**src/rtl/nbody_mem_dump.sv**
```systemverilog
// nbody_mem_dump: strided burst reader over a fixed-latency memory port, with a
// credit-limited output FIFO streaming words as valid/ready with index/last markers.
`default_nettype none

module nbody_mem_dump #(
    parameter int DATA_W     = 80,
    parameter int ADDR_W     = 15,
    parameter int CNT_W      = 16,
    parameter int RD_LAT     = 2,
    parameter int FIFO_DEPTH = 4
) (
    input  logic              clk,
    input  logic              reset_n,
    input  logic              start,
    input  logic [ADDR_W-1:0] base_addr,
    input  logic [CNT_W-1:0]  count,
    input  logic [ADDR_W-1:0] stride,
    input  logic              abort,
    output logic [ADDR_W-1:0] mem_addr,
    output logic              mem_rd_en,
    input  logic [DATA_W-1:0] mem_rdata,
    output logic [DATA_W-1:0] out_data,
    output logic [CNT_W-1:0]  out_index,
    output logic              out_last,
    output logic              out_valid,
    input  logic              out_ready,
    output logic              busy,
    output logic              done,
    output logic              aborted
);
    localparam int AW = $clog2(FIFO_DEPTH);
    localparam int PW = $clog2(FIFO_DEPTH) + 1;
    localparam logic [PW:0] C_DEPTH = (PW+1)'(FIFO_DEPTH);

    typedef enum logic [1:0] {S_IDLE, S_ISSUE, S_DRAIN, S_FINISH} state_t;

    state_t            state;
    logic [ADDR_W-1:0] addr, stride_q;
    logic [CNT_W-1:0]  len, issued, load_idx;
    logic [RD_LAT-1:0] pipe;
    logic [PW-1:0]     in_flight, fcnt;
    logic [AW-1:0]     wptr, rptr;
    logic              aborting;
    logic [DATA_W-1:0] mem [FIFO_DEPTH];

    logic [PW:0] occ_sum;
    logic        issue, ret, abort_eff, push, load_out, from_store, bypass, store_push, drained;

    // Credit covers in-flight reads plus every buffered word, output stage included.
    assign occ_sum    = {1'b0, in_flight} + {1'b0, fcnt} + (PW+1)'(out_valid);
    assign issue      = (state == S_ISSUE) && (occ_sum < C_DEPTH);
    assign ret        = pipe[RD_LAT-1];
    assign abort_eff  = abort && ((state == S_ISSUE) || (state == S_DRAIN));
    assign push       = ret && !aborting && !abort_eff;
    assign load_out   = !out_valid || out_ready;
    assign from_store = load_out && (fcnt != '0);
    assign bypass     = load_out && (fcnt == '0) && push;
    assign store_push = push && !bypass;
    assign drained    = (in_flight == '0) && (fcnt == '0) && (!out_valid || out_ready);

    assign mem_addr  = addr;
    assign mem_rd_en = issue;

    always_ff @(posedge clk) begin
        if (store_push) mem[wptr] <= mem_rdata;
    end

    always_ff @(posedge clk or negedge reset_n) begin
        if (!reset_n) begin
            state     <= S_IDLE;
            addr      <= '0;
            stride_q  <= '0;
            len       <= '0;
            issued    <= '0;
            load_idx  <= '0;
            pipe      <= '0;
            in_flight <= '0;
            fcnt      <= '0;
            wptr      <= '0;
            rptr      <= '0;
            aborting  <= 1'b0;
            out_data  <= '0;
            out_index <= '0;
            out_last  <= 1'b0;
            out_valid <= 1'b0;
            busy      <= 1'b0;
            done      <= 1'b0;
            aborted   <= 1'b0;
        end else begin
            pipe[0] <= issue;
            for (int k = 1; k < RD_LAT; k++) pipe[k] <= pipe[k-1];

            case ({issue, ret})
                2'b10:   in_flight <= in_flight + PW'(1);
                2'b01:   in_flight <= in_flight - PW'(1);
                default: in_flight <= in_flight;
            endcase

            done    <= 1'b0;
            aborted <= 1'b0;

            if (abort_eff) begin
                wptr      <= '0;
                rptr      <= '0;
                fcnt      <= '0;
                out_valid <= 1'b0;
            end else begin
                if (store_push) wptr <= wptr + AW'(1);
                if (from_store) begin
                    out_data <= mem[rptr];
                    rptr     <= rptr + AW'(1);
                end else if (bypass) begin
                    out_data <= mem_rdata;
                end
                if (from_store || bypass) begin
                    out_valid <= 1'b1;
                    out_index <= load_idx;
                    out_last  <= (load_idx == len - CNT_W'(1));
                    load_idx  <= load_idx + CNT_W'(1);
                end else if (load_out) begin
                    out_valid <= 1'b0;
                end
                case ({store_push, from_store})
                    2'b10:   fcnt <= fcnt + PW'(1);
                    2'b01:   fcnt <= fcnt - PW'(1);
                    default: fcnt <= fcnt;
                endcase
            end

            case (state)
                S_IDLE: begin
                    if (start) begin
                        addr     <= base_addr;
                        stride_q <= stride;
                        len      <= count;
                        issued   <= '0;
                        load_idx <= '0;
                        aborting <= 1'b0;
                        busy     <= 1'b1;
                        if (count != '0) begin
                            state <= S_ISSUE;
                        end else begin
                            state <= S_FINISH;
                            done  <= 1'b1;
                        end
                    end
                end
                S_ISSUE: begin
                    if (issue) begin
                        addr   <= addr + stride_q;
                        issued <= issued + CNT_W'(1);
                        if (issued == len - CNT_W'(1)) state <= S_DRAIN;
                    end
                    if (abort) begin
                        aborting <= 1'b1;
                        state    <= S_DRAIN;
                    end
                end
                S_DRAIN: begin
                    if (abort) begin
                        aborting <= 1'b1;
                    end else if (aborting ? (in_flight == '0) : drained) begin
                        state   <= S_FINISH;
                        done    <= 1'b1;
                        aborted <= aborting;
                    end
                end
                S_FINISH: begin
                    state <= S_IDLE;
                    busy  <= 1'b0;
                end
                default: state <= S_IDLE;
            endcase
        end
    end
endmodule

`default_nettype wire

```
**config.mk**
```make
export PLATFORM = sky130hd
export DESIGN_NAME = nbody_mem_dump
export DESIGN_NICKNAME = d
export VERILOG_FILES = /design/src/rtl/nbody_mem_dump.sv
export SDC_FILE = /design/constraint.sdc
export NUM_CORES = 1
export LEC_CHECK = 0
export BUFFER_PORTS_ARGS = -buffer_cell sky130_fd_sc_hd__clkbuf_2
export CAP_MARGIN = 0
export CORE_AREA = 2 2 170 239
export CTS_BUF_LIST = sky130_fd_sc_hd__clkbuf_16
export CTS_CLUSTER_SIZE = 25
export DETAILED_ROUTE_END_ITERATION = 6
export DIE_AREA = 0 0 172 241
export PLACE_DENSITY = 0.8
export SLEW_MARGIN = 15
export SYNTH_ARGS = -nofsm -noshare
export SYNTH_HDL_FRONTEND = slang
export SYNTH_SLANG_ARGS = --single-unit
```
**constraint.sdc**
```tcl
create_clock -name clk -period 4.4 [get_ports clk]
set_input_delay 0.66 -clock clk [delete_from_list [all_inputs] [get_ports clk]]
set_output_delay 0.66 -clock clk [all_outputs]
set_load 0.02 [all_outputs]
```
==> Word-level counts from Yosys, hierarchy flattened <==
Memories as Yosys holds them, arrays and structs flattened.
Index checks and enable logic that the tools add are counted.
{ "classes": {"add_sub_neg": 12, "magnitude_cmp": 1, "n_eq_ne": 16, "n_mux": 46, "bitwise": 1, "reduce_logical": 39} }
{ "ops": {"columns": ["operator", "n"], "rows": [
  ["80-bit two-way mux", 2],
  ["16-bit two-way mux", 6],
  ["16-bit by 1-bit adder with 16-bit output, second input constant", 2],
  ["16-bit == test", 2],
  ["16-bit case mux with 2 select lines", 1],
  ["15-bit two-way mux", 2],
  ["15-bit case mux with 2 select lines", 1],
  ["2-bit two-way mux", 11],
  ["1-bit two-way mux", 16],
  ["16-bit nonzero test", 1],
  ["16-bit by 1-bit subtractor with 16-bit output, second input constant", 1],
  ["15-bit adder", 1],
  ["2-bit nonzero test", 7],
  ["3-bit case mux with 2 select lines", 2],
  ["1-bit logical AND", 10],
  ["3-bit nonzero test", 3],
  ["2-bit == test, second input constant", 4],
  ["2-bit case mux with 4 select lines", 1],
  ["2-bit AND reduction", 4],
  ["3-bit by 1-bit adder with 3-bit output, second input constant", 2],
  ["2-bit by 1-bit == test with 1-bit output, second input constant", 3],
  ["3-bit logical NOT", 2],
  ["2-bit != test, second input constant", 3],
  ["1-bit case mux with 2 select lines", 3],
  ["other kinds (16)", 25]
]} }
{ "totals": {"ff_bits": 194, "ram_bits": 320, "inputBits": 131, "out_inout_bits": 117, "wordCells": 135, "mem_count": 1} }
{ "memory_table": {"columns": ["name", "words", "word_bits", "read_ports", "rd_ports_with_merged_regs", "write_ports", "line_no", "rtl"], "rows": [
  ["mem", 4, 80, 1, 0, 1, "44", "logic [DATA_W-1:0] mem [FIFO_DEPTH];"]
]} }

==> Logic depth before layout (Yosys ltp) <==
{ "depth": {"depth_word": 11, "depth_mapped": 10} }

==> Worst setup path before layout <==
No wires, ideal clock.
{ "synth_path": {"path_type": "register to register", "startpoint": "register state[0]", "endpoint": "memory mem[0][0] (enable)", "setup_time_ns": 0.447, "t_arrival_ns": 3.486, "required_time_ns": 3.953, "path_slack_ns": 0.467, "path_stages_with_launch": 7, "period_less_slack_ns": 3.933, "cell_sequence": "dfrtp_1 inv_1 ha_1 and2_1 clkbuf_1 nor3_1 and2_1"} }
{ "synth_via": {"elab_chain_len": 10, "word_cells_on_any_way": 11, "cone_classes": "eq/ne (2); mux (2); reduce/logical (7)"} }
{ "synth_rtl": {"columns": ["item", "line_no", "rtl"], "rows": [
  ["start: declaration", "37", "state_t state;"],
  ["start signal: assignment", "70", "state <= S_IDLE;"],
  ["start signal: assignment", "141", "state <= S_ISSUE;"],
  ["start signal: assignment", "143", "state <= S_FINISH;"],
  ["2-bit by 1-bit == test with 1-bit output or 2-bit == test (tied branches)", "53", "assign abort_eff = abort && ((state == S_ISSUE) || (state == S_DRAIN));"],
  ["1-bit logical OR (*)", "53", null],
  ["1-bit logical AND (*)", "53", null],
  ["1-bit logical NOT (*)", "54", "assign push = ret && !aborting && !abort_eff;"],
  ["1-bit logical AND (*)", "54", null],
  ["1-bit logical AND", "57", "assign bypass = load_out && (fcnt == '0) && push;"],
  ["1-bit logical NOT", "58", "assign store_push = push && !bypass;"],
  ["1-bit logical AND (*)", "58", null],
  ["1-bit two-way mux (*)", "65", "if (store_push) mem[wptr] <= mem_rdata;"],
  ["1-bit two-way mux (not written as such) (*)", "65", null],
  ["end: declaration", "44", null]
]} }
Every way passes the cells marked *; elsewhere a longest branch is shown, timed or not.

==> Worst setup path in the final report <==
{ "layout_path": {"startpoint": "register in_flight[2]", "endpoint": "output mem_rd_en"} }
{ "layout_via": {"elab_chain_len": 4} }
{ "layout_rtl": {"columns": ["item", "line_no", "rtl"], "rows": [
  ["start: declaration", "41", "logic [PW-1:0] in_flight, fcnt;"],
  ["start signal: assignment", "94", "2'b10: in_flight <= in_flight + PW'(1);"],
  ["start signal: assignment", "95", "2'b01: in_flight <= in_flight - PW'(1);"],
  ["start signal: assignment", "96", "default: in_flight <= in_flight;"],
  ["3-bit by 3-bit adder with 4-bit output", "50", "assign occ_sum = {1'b0, in_flight} + {1'b0, fcnt} + (PW+1)'(out_valid);"],
  ["4-bit by 1-bit adder with 4-bit output", "50", null],
  ["4-bit by 3-bit < comparator with 1-bit output", "51", "assign issue = (state == S_ISSUE) && (occ_sum < C_DEPTH);"],
  ["1-bit logical AND", "51", null],
  ["end: declaration", "20", "output logic mem_rd_en,"]
]} }
No other way between the ends.

==> impl_results.md <==
- Met3 GRT Util: 0.05182
- Io pins: 248
- Static leakage: 10.27 nW
- Syn_nets: around 1700
- Drt pass-1 iters: 5
- Crit. End Element: primary output
- Clk Latency, worst-skew pair: between 500 and 600 ps
- Area occupied by multi-input gates: 0.006973 sq mm
- Filler instances: roughly 2900
- Seq cells post-synth: between 500 and 600
- Min Tclk post-route: 3244 ps
- Cells after synthesis: 1529
- Initial antenna violation count: 10
- CTS tree: built
- CTS Sinks: 514
- Port bufs: around 250
- Die Y: between 200 and 250 um
- Placeable Area: 0.03917 sq mm
- Initial DRC count: approximately 1100
- Met1 Usage GRT: 0.3084
- Worst Path Required: roughly 3700 ps
- Peak VDD IR: about 0.57 mV
- Least-Margin Pin Slew: between 1000 and 1500 ps
- Row Count: 86
- Number of enable flip-flop cells after synthesis: between 300 and 400
- Setup violators final: 0
- Design Area, Final: about 0.025 sq mm
- Slowest CP cell: dfrtp_1
- Max incr delay on CP: around 410 ps
- Die Wd: approximately 170 um
- Final std cells w/o fill: around 2300
- Unrepaired setup endpoints after global routing: false
- Status: completed
- Setup bufs post-CTS: 0
- Post-Route WL: 48900 um
- Worst EP arrival: ~2600 ps
- Grt total ovfl: 0
- DRC viols: 0
- Synthesized cell area: around 0.022 sq mm
- DR WL/cell: between 20 and 25 um
- Met2 usage: 0.4081
- Clk slew on worst S/H paths: around 60 ps
- Max Cap Violations: 0
- Die footprint: just over 0.04 sq mm
- Switching share of power: 0.3696
- Setup TNS Final: 0 ps
- Fmax: between 0.3 and 0.4 GHz
- Crit path kind: flop to primary output
- Register area share after synthesis: 0.6639
- Power Internal: between 10 and 15 mW
- Part of the cycle the worst path needs: 0.7373
- Cts repair resizes: 0
- PwrDens: roughly 680 mW/mm^2
- RD Place Congestion: roughly 0.92
- Largest net degree at the start of global routing: 167
- Synth cell types: 62
- Gr usage total: 0.2405
- Relative slew slack: 0.2607
- Flop pwr share: 0.394
- Comb pwr share: 0.368
- CTS max path bufs: 3
- Crit start category: flop
- Mean Syn Cell Area: between 10 and 15 sq um
- Setup Skew: approximately 19 ps
- Via-to-Cell Ratio: roughly 5.8
- First-pass GRT wire length: between 70000 and 80000 um
- Register area: ~0.014 sq mm
- CTS Hold Bufs: 0
- Final Hold Viols: 0
- Detail Placement HPWL: approximately 31000 um
- Initial Util: 0.5562
- Crit path cell chain: ha_1 > or3_1 > a21oi_1 > nand2_1 > inv_1 > clkbuf_2
- Vias in the first global route: approximately 14000
- Top_reg_cell synth: edfxtp_1
- Antenna Nets Post-Route: 0
- Inst Count DP: around 2200
- Nets: around 1900
- Area of placed instances: 0.02366 sq mm
- Async S/R FF share, synth: 0.3774
- Synth warnings: 0
- Clock Power Share: 0.239
- Root buffer cell: clkbuf_16
- Share of layout cells above drive strength 1: 0.2452
- Sw Pwr: 6.382 mW
- Via count: about 14000
- Syn-to-layout area delta: 15.83%
- Slew Limit Fails: 0
- Hold crit path type: primary input to async pin
- GRT Max-Usage Layer: met2
- Tot Pwr: approximately 17 mW
- CTS buffer count: 48
- H-tree depth: 2
- Max FO, Critical Path: 7
cells by family after synthesis:
kind of cell | count (synthesis) | share of synthesized area
buf+inv | 96 | 0.01711
fa+ha+maj | 32 | 0.01941
compound gates | 200 | 0.05232
xor+xnor | 79 | 0.03308
mux | 175 | 0.1264
flops | 514 | 0.6639
simple gates | 433 | 0.08776
worst paths after layout:
check / startpoint / depth (start not counted) / end / slack [ps]
max in group asynchronous: reset_n / 2 / load_idx[8]$_DFF_PN0_ / 3250
min in group clk: stride[13] / 3 / stride_q[13]$_DFFE_PN0P_ / 290
max: in_flight[2]$_DFFE_PN0P_ / 6 / mem_rd_en / 1160
min reg2reg: pipe[0]$_DFF_PN0_ / 0 / pipe[1]$_DFF_PN0_ / 380
min: reset_n / 1 / stride_q[10]$_DFFE_PN0P_ / 180
max reg2reg: in_flight[2]$_DFFE_PN0P_ / 8 / state[0]$_DFFE_PN0P_ / 1530
state kept, by name (all words and copies together), names as in the netlist:
register	count
aborted	1
aborting	1
busy	1
done	1
fcnt	3
in_flight	3
issued	16
len	16
load_idx	16
mem	320
mem_addr	15
out_data	80
out_index	16
out_last	1
out_valid	1
pipe	2
rptr	2
state	2
stride_q	15
wptr	2
power groups by stage:
stage,Combinational [mW],Clock [mW],Sequential [mW]
final,6.35,4.12,6.80
after floorplan,4.24,0,7.06
after global routing,7.00,4.38,6.89
after CTS,6.42,4.20,6.80
after global placement,6.17,0,6.85
after detailed placement,6.35,0,6.87
critical path, delay by kind of cell, from the launching register on:
kind                     cells  cell delay, ps
AND/OR/NAND/NOR              2             520
buffers and inverters        2             470
flip-flops                   1             410
AO/OA/AOI/OAI                1             350
adder cells (fa/ha/maj)      1             290
synthesized netlist by cell type (all sizes together) (2+ instances only):
library cell / count / share of area
a211oi: 8 / 0.0030
a21boi: 2 / 0.00069
a21o: 9 / 0.0031
a21oi: 32 / 0.0074
a221oi: 2 / 0.00080
a22oi: 2 / 0.00069
a31oi: 4 / 0.0011
and2: 8 / 0.0023
and3: 13 / 0.0037
buf: 19 / 0.0038
clkbuf: 57 / 0.0099
dfrtp: 194 / 0.22
edfxtp: 320 / 0.44
fa: 3 / 0.0028
ha: 29 / 0.017
inv: 20 / 0.0034
mux2i: 94 / 0.043
mux4: 80 / 0.083
nand2: 263 / 0.045
nand2b: 5 / 0.0014
nand3: 11 / 0.0025
nand4: 12 / 0.0034
nor2: 67 / 0.012
nor2b: 8 / 0.0023
nor3: 12 / 0.0028
nor4: 12 / 0.0044
nor4b: 3 / 0.0015
o2111ai: 3 / 0.0012
o211ai: 4 / 0.0014
o21a: 2 / 0.00069
o21ai: 118 / 0.027
o21bai: 2 / 0.00069
o22ai: 2 / 0.00057
o31ai: 5 / 0.0017
or3: 8 / 0.0023
or4: 4 / 0.0016
xnor2: 31 / 0.012
xor2: 46 / 0.018
per-stage QoR:
stage	worst slack, ps	hold slack [ps]	utilization
2_1_floorplan	466.6	331.2	-
3_3_place_gp	1499	373.2	0.6041
3_5_place_dp	1474	356.4	0.6041
4_1_cts	1137	218.3	0.6440
5_1_grt	994.2	239.9	0.6441
6_report	1156	183.7	0.6443
metal layers:
metal  wire length [um]  vias up
met3               3500       98
met1              18930     6853
li1                   -     6110
met2              24950      492
met4               1444       12
met5                 80        -
cells in the final DEF, fill, tap and decap left out, drive strengths merged, types with 8 or more instances in the layout:
| master | count |
|---|---|
| edfxtp | 320 |
| clkbuf | 295 |
| nand2 | 263 |
| dfrtp | 194 |
| o21ai | 118 |
| mux2i | 94 |
| mux4 | 80 |
| nor2 | 67 |
| xor2 | 46 |
| a21oi | 32 |
| xnor2 | 31 |
| inv | 30 |
| ha | 29 |
| clkinv | 24 |
| buf | 18 |
| and3 | 13 |
| nor3 | 12 |
| nand4 | 12 |
| nor4 | 12 |
| nand3 | 11 |
| a21o | 9 |
| or3 | 8 |
| nor2b | 8 |
| a211oi | 8 |
| and2 | 8 |
area by class of cell:
cell class	instances	area share
Clock inverter	41	0.01438
Antenna cell	4	0.0003967
Inverter	20	0.002975
Multi-Input combinational cell	919	0.2763
Timing Repair Buffer	265	0.05866
Sequential cell	514	0.5735
Clock buffer	48	0.04760
Tap cell	528	0.02618
No activity file was read; power rests on OpenSTA's default activity.
